**src/rtl/alu_seq_exec.sv**
```systemverilog
// Sequential ALU: single-cycle logic/arith/compare/LUI, iterative shifts.
// Valid/ready on both the request and the result side.
module alu_seq_exec #(
  parameter int XLEN       = 32,
  parameter int SHIFT_STEP = 1
) (
  input  logic            i_clk,
  input  logic            i_rst_n,
  input  logic            i_flush,
  input  logic            i_in_valid,
  output logic            o_in_ready,
  input  logic [3:0]      i_alu_control,
  input  logic [XLEN-1:0] i_op_a,
  input  logic [XLEN-1:0] i_op_b,
  output logic            o_out_valid,
  input  logic            i_out_ready,
  output logic [XLEN-1:0] o_result,
  output logic            o_zero,
  output logic            o_illegal,
  output logic            o_busy
);

  localparam int SW = $clog2(XLEN);
  localparam int RW = SW + 1;
  localparam logic [RW-1:0] STEP = RW'(SHIFT_STEP);

  typedef enum logic [1:0] {
    IDLE,
    SHIFT,
    DONE
  } state_t;

  typedef enum logic [1:0] {
    K_SLL,
    K_SRL,
    K_SRA
  } kind_t;

  state_t          state;
  kind_t           kind;
  kind_t           kind_c;
  logic [XLEN-1:0] res;
  logic [XLEN-1:0] calc;
  logic [XLEN-1:0] shifted;
  logic [RW-1:0]   rem;
  logic [RW-1:0]   rem_n;
  logic [RW-1:0]   step;
  logic [SW-1:0]   shamt;
  logic            zero;
  logic            illegal;
  logic            bad;
  logic            is_shift;
  logic            accept;

  assign shamt = i_op_b[SW-1:0];

  assign o_in_ready = !i_flush &&
    (state == IDLE || (state == DONE && i_out_ready));
  assign accept = i_in_valid && o_in_ready;

  assign o_out_valid = (state == DONE);
  assign o_busy      = (state != IDLE);
  assign o_result    = res;
  assign o_zero      = zero;
  assign o_illegal   = illegal;

  always_comb begin
    calc     = '0;
    bad      = 1'b0;
    is_shift = 1'b0;
    kind_c   = K_SLL;
    unique case (i_alu_control)
      4'b0000: calc = i_op_a + i_op_b;
      4'b0001: calc = i_op_a - i_op_b;
      4'b0010: begin
        is_shift = 1'b1;
        kind_c   = K_SLL;
        calc     = i_op_a;
      end
      4'b0011: calc = XLEN'($signed(i_op_a) < $signed(i_op_b));
      4'b0100: calc = XLEN'(i_op_a < i_op_b);
      4'b0101: calc = i_op_a ^ i_op_b;
      4'b0110: begin
        is_shift = 1'b1;
        kind_c   = K_SRL;
        calc     = i_op_a;
      end
      4'b0111: begin
        is_shift = 1'b1;
        kind_c   = K_SRA;
        calc     = i_op_a;
      end
      4'b1000: calc = i_op_a | i_op_b;
      4'b1001: calc = i_op_a & i_op_b;
      4'b1010: calc = i_op_b;
      default: bad = 1'b1;
    endcase
  end

  // Each SHIFT cycle moves by at most SHIFT_STEP positions.
  always_comb begin
    step    = (rem > STEP) ? STEP : rem;
    rem_n   = rem - step;
    shifted = res;
    unique case (kind)
      K_SLL:   shifted = res << step;
      K_SRL:   shifted = res >> step;
      default: shifted = XLEN'($signed(res) >>> step);
    endcase
  end

  always_ff @(posedge i_clk or negedge i_rst_n) begin
    if (!i_rst_n) begin
      state   <= IDLE;
      kind    <= K_SLL;
      res     <= '0;
      rem     <= '0;
      zero    <= 1'b0;
      illegal <= 1'b0;
    end else if (i_flush) begin
      state <= IDLE;
    end else begin
      unique case (state)
        SHIFT: begin
          res  <= shifted;
          rem  <= rem_n;
          zero <= (shifted == '0);
          if (rem_n == '0) state <= DONE;
        end
        default: begin
          if (accept) begin
            res     <= calc;
            zero    <= (calc == '0);
            illegal <= bad;
            kind    <= kind_c;
            rem     <= RW'(shamt);
            state   <= (is_shift && shamt != '0) ? SHIFT : DONE;
          end else if (state == DONE && i_out_ready) begin
            state <= IDLE;
          end
        end
      endcase
    end
  end

endmodule
```
**config.mk**
```make
export PLATFORM = sky130hd
export DESIGN_NAME = alu_seq_exec
export DESIGN_NICKNAME = d
export VERILOG_FILES = /design/src/rtl/alu_seq_exec.sv
export SDC_FILE = /design/constraint.sdc
export NUM_CORES = 1
export LEC_CHECK = 0
export CAP_MARGIN = 20
export CORE_MARGIN = 2
export CORE_UTILIZATION = 39
export CTS_CLUSTER_DIAMETER = 30
export DETAILED_ROUTE_END_ITERATION = 16
export HOLD_SLACK_MARGIN = 0.08
export SLEW_MARGIN = 0
export SYNTH_ARGS = -nofsm -noshare
export SYNTH_HDL_FRONTEND = slang
export SYNTH_SLANG_ARGS = --single-unit
export TNS_END_PERCENT = 100
```
**constraint.sdc**
```tcl
create_clock -name i_clk -period 2.95 [get_ports i_clk]
set_clock_uncertainty 0.15 [all_clocks]
set_input_delay 0.4425 -clock i_clk [delete_from_list [all_inputs] [get_ports i_clk]]
set_output_delay 0.4425 -clock i_clk [all_outputs]
set_load 0.02 [all_outputs]
```
Yosys cells after proc, flatten, opt, wreduce, memory -nomap -nowiden:

Index checks and enable logic that the tools add are counted.

* memories kept: 0
* logic and storage cells: 73
* ROM bits: 0
* register bits: 44
* latch bits: 0
* RAM bits: 0

* reductions and logical operators: 21
* divide/modulo/power cells: 0
* $mul: 0
* eq/ne operators: 14
* shifts and indexed selects: 3
* $lt $le $gt $ge: 3
* bitwise operators: 5
* mux-type cells: 18
* add/subtract/negate cells: 3

Operator list (count)
* $pmux W32 S9: 1
* $logic_not A32 Y1: 2
* $lt A32 B32 Y1: 2
* $mux W32: 2
* $pmux W32 S2: 1
* $add A32 B32 Y32: 1
* $and A32 B32 Y32: 1
* $or A32 B32 Y32: 1
* $shl A32 B6 Y32: 1
* $shr A32 B6 Y32: 1
* $sshr A32 B6 Y32: 1
* $sub A32 B32 Y32: 1
* $xor A32 B32 Y32: 1
* $mux W6: 3
* $eq A4 B3 Y1 const B: 4
* $eq A4 B4 Y1 const B: 3
* $mux W2: 6
* $reduce_or A11 Y1: 1
* $eq A4 B2 Y1 const B: 2
* $gt A6 B1 Y1 const B: 1
* $logic_not A6 Y1: 1
* $sub A6 B6 Y6: 1
* $reduce_bool A5 Y1: 1
* $eq A2 B1 Y1 const B: 2
* other kinds (16): 26

Depth between registers and ports, before layout:

* depth after elaboration: 8
* depth in mapped cells: 15
* gate-level depth less buffers: 15

Worst setup path after synthesis:

Ideal clock, no wire load.

* path kind: input port to flip-flop
* from: input i_op_a[0]
* to: register zero (netlist: o_zero)
* path buffers: 0
* setup time: 0.104 ns
* stages: 13
* path slack: -1.378 ns
* data arrival time: 4.074 ns
* cells stage by stage: ha_1 fa_1 a21o_1 a21o_1 and4_1 o41ai_1 o21ai_1 a221oi_1 xnor2_1 nor2_1 or4_1 or4_1 o41ai_2

* cells in the longest elaborated chain, start to end: 5

Ends and longest elaborated chain
* start, declared: RTL line 13 `input logic [XLEN-1:0] i_op_a,`
* $sub A32 B32 Y32, or another cell as far along: RTL line 74 `4'b0001: calc = i_op_a - i_op_b;`
* $pmux W32 S9 *: RTL line 72 `unique case (i_alu_control)`
* $logic_not A32 Y1 *: RTL line 133 `zero <= (calc == '0);`
* $mux W1 *: RTL line 131 `if (accept) begin`
* $mux W1 *: RTL line 123 `unique case (state)`
* end signal, assigned: RTL line 127 `zero <= (shifted == '0);`
* end signal, assigned: RTL line 133
* end, declared: RTL line 49 `logic zero;`

Every way passes the cells marked *; elsewhere a longest branch is shown, timed or not. The select of a mux whose other input is x is not followed.
A chain may end at the register's enable or synchronous reset.

Worst setup path after layout:

* from: input i_op_a[1]
* to: register zero (netlist: o_zero)

Same word-level chain as after synthesis.

==> flow_summary.json <==
{
  "clkLatencyLatePin_ns": 0.29,
  "startpoint_type": "primary input",
  "rr_worst_depth": 13,
  "setup_viol": 24,
  "nFillCells": 1863,
  "avgRoutedWirePerCell_um": 21.0,
  "min_period_over_period": 1.32,
  "pin_count": 110,
  "firstDrtPassIters": 5,
  "dp_slack_ns": -1.89,
  "io_buffers": 109,
  "die_w_um": 157,
  "min_period_ns": 3.91,
  "grt_overflow": 0,
  "first_iter_violations": 1236,
  "hold_violations": 0,
  "drive_gt1_frac": 0.477,
  "vias": 13500,
  "grt_pass1_wl_um": 73100,
  "synthToLayoutAreaGrowth_pct": 85.0,
  "multi_input_area_mm2": 0.00897,
  "gp_congestion": 1.01,
  "avgSynthCellArea_um2": 6.68,
  "max-slew-margin-rel": 0.505,
  "synthDominantCellAreaShare": 0.134,
  "yosysSeqAreaShare": 0.121,
  "powerDensity_mw_per_mm2": 337,
  "synth-edff-count": 0,
  "synth.most_common_cell": "a21oi_1",
  "cts_tree": "built",
  "violations": "setup timing",
  "yosys-top-cells-area": "ha_1 13%, dfrtp_1 12%, a21oi_1 9.6%",
  "cp.required_ns": 2.98,
  "worstSetupEndpointType": "register",
  "h-tree-depth": 2,
  "status": "finished with violations",
  "async_flop_share": 1.00,
  "fin_nets": 2137,
  "regArea_mm2": 0.00110,
  "ant_nets": 0,
  "synth_cells": 1358,
  "dpl.hpwl_um": 35900,
  "critPathKind": "in -> reg",
  "critPathArrivalTime_ns": 3.94,
  "crit_fanout": 2,
  "yosysWarnings": 0,
  "dieArea_mm2": 0.0245,
  "viasPerCell": 5.92,
  "syn_nets": 1530,
  "p_leak_nw": 7.62,
  "hold_depth": 2,
  "worstHoldPathType": "reg -> reg",
  "cts_num_sinks": 44,
  "slew_viol_final": 0,
  "rsz0062_at_grt": "yes",
  "clk_pin_slew_worst_paths_ns": 0.06,
  "worst_slack_ns": -0.956,
  "fin_total_pwr_mw": 5.65,
  "wirelength_um": 47800,
  "ys.flop_type": "dfrtp_1",
  "clock.fmax_mhz": 256,
  "grt_pass1_vias": 13300,
  "cts_buffers": 5,
  "drc_errors": 0,
  "grt_max_degree": 45,
  "std_cell_rows": 55,
  "cap_violations": 0,
  "grt_usage": 0.378,
  "synth_seq_cells": 44,
  "start_util": 0.399,
  "tightest_slew_ns": 0.732,
  "clock-root-buffer": "clkbuf_16",
  "synth_cell_types": 85,
  "cts_buffer_depth": 2,
  "synth_area_mm2": 0.00908,
  "antenna_found_initial": 0,
  "core_mm2": 0.0228,
  "synth_area_leader_cell": "ha_1",
  "die_y_um": 157,
  "peakVddDrop_uv": 293,
  "synth_commonest_cells": "174 x a21oi_1, 136 x nand2_1, 118 x nor2_1, 107 x inv_1, 107 x o21ai_0"
}
[final cells by class]
class,instances,share of cell area
well taps,313,0.0233
clock buffers,6,0.00768
repair buffers,693,0.342
diodes,1,0.000149
multi-input cells,1109,0.534
clock inverters,1,0.000298
inverters,112,0.0270
flip-flops and latches,44,0.0656
[per-layer routing]
| layer | track usage | share of wire | wire, um |
|---|---|---|---|
| met1 | 0.510 | 0.42 | 20300 |
| met5 | 0 | 0 | 0 |
| met3 | 0.0385 | 0.079 | 3790 |
| met2 | 0.617 | 0.45 | 21600 |
| met4 | 0.156 | 0.046 | 2220 |
[sequential cells by signal, summed over array words and instances (netlist names)]
name,count
o_result,32
rem,6
kind,2
state,2
o_illegal,1
o_zero,1
[where the power goes]
group | internal, mW | switching [mW]
Clock | 0.308 | 0.237
Sequential | 0.752 | 0.229
Combinational | 2.01 | 2.11
[path summary, 6_finish.rpt]
kind,slack (ns),end,from
worst max-delay path,-0.96,o_zero$_DFFE_PN0P_,i_op_a[1]
worst min-delay path,0.37,o_illegal$_DFFE_PN0P_,o_illegal$_DFFE_PN0P_
worst max register to register,-0.37,o_zero$_DFFE_PN0P_,rem[3]$_DFFE_PN0P_
worst min register to register,0.37,o_illegal$_DFFE_PN0P_,o_illegal$_DFFE_PN0P_
max in group asynchronous,1.59,o_result[7]$_DFFE_PN0P_,i_rst_n
min in group asynchronous,0.53,o_result[22]$_DFFE_PN0P_,i_rst_n
[cell usage in the layout (no fill, tap or decap), types with 18 or more instances in the layout]
cell,n
buf_4,511
a21oi_1,124
nand2_1,122
nor2_1,106
o21ai_0,73
buf_6,71
ha_1,61
inv_1,60
clkdlybuf4s50_1,60
inv_2,44
dfrtp_1,44
a21oi_2,43
nand3_1,30
ha_4,30
mux2i_1,28
o21ai_1,22
dlygate4sd2_1,21
nand4_1,19
nor3_1,18
[repair_timing]
action,4_1_cts,5_1_grt
hold buffers,0,1
pin swaps,127,98
setup buffers,81,23
setup endpoints to repair,30,28
hold endpoints to repair,0,21
gates resized for setup,440,121
[per-stage QoR]
stage | TNS (ns) | cell area (um2) | util | cells | hold slack [ns]
CTS | -6.45 | 16100 | 0.709 | 2260 | 0.227
finish | -6.28 | 16800 | 0.737 | 2279 | 0.373
global placement | -28.72 | 14200 | 0.623 | 2181 | 0.365
detailed placement | -29.88 | 14200 | 0.623 | 2181 | 0.355
floorplan | -1.57 | 9320 | - | 1358 | -0.00309
global route | -8.46 | 16800 | 0.737 | 2278 | 0.389
[worst max-delay path: stages]
cell,delay (ns)
buf_8,0.10
inv_4,0.05
ha_4,0.20
o21ba_4,0.22
or4_4,0.54
a2111oi_4,0.40
buf_4,0.19
nor2_2,0.03
a221o_1,0.34
a2bb2oi_2,0.16
nand2_1,0.10
nor4b_4,0.27
nand4_1,0.16
or4_4,0.50
o41ai_2,0.23
[cell families after synthesis]
family	count (synthesis)	share of synthesized area
AO/OA/AOI/OAI	522	0.371
AND/OR/NAND/NOR	448	0.240
buffers and inverters	205	0.0856
adder cells (fa/ha/maj)	99	0.138
flip-flops	44	0.121
multiplexers	33	0.0371
XOR/XNOR	7	0.00675
No activity file was read; power rests on OpenSTA's default activity.
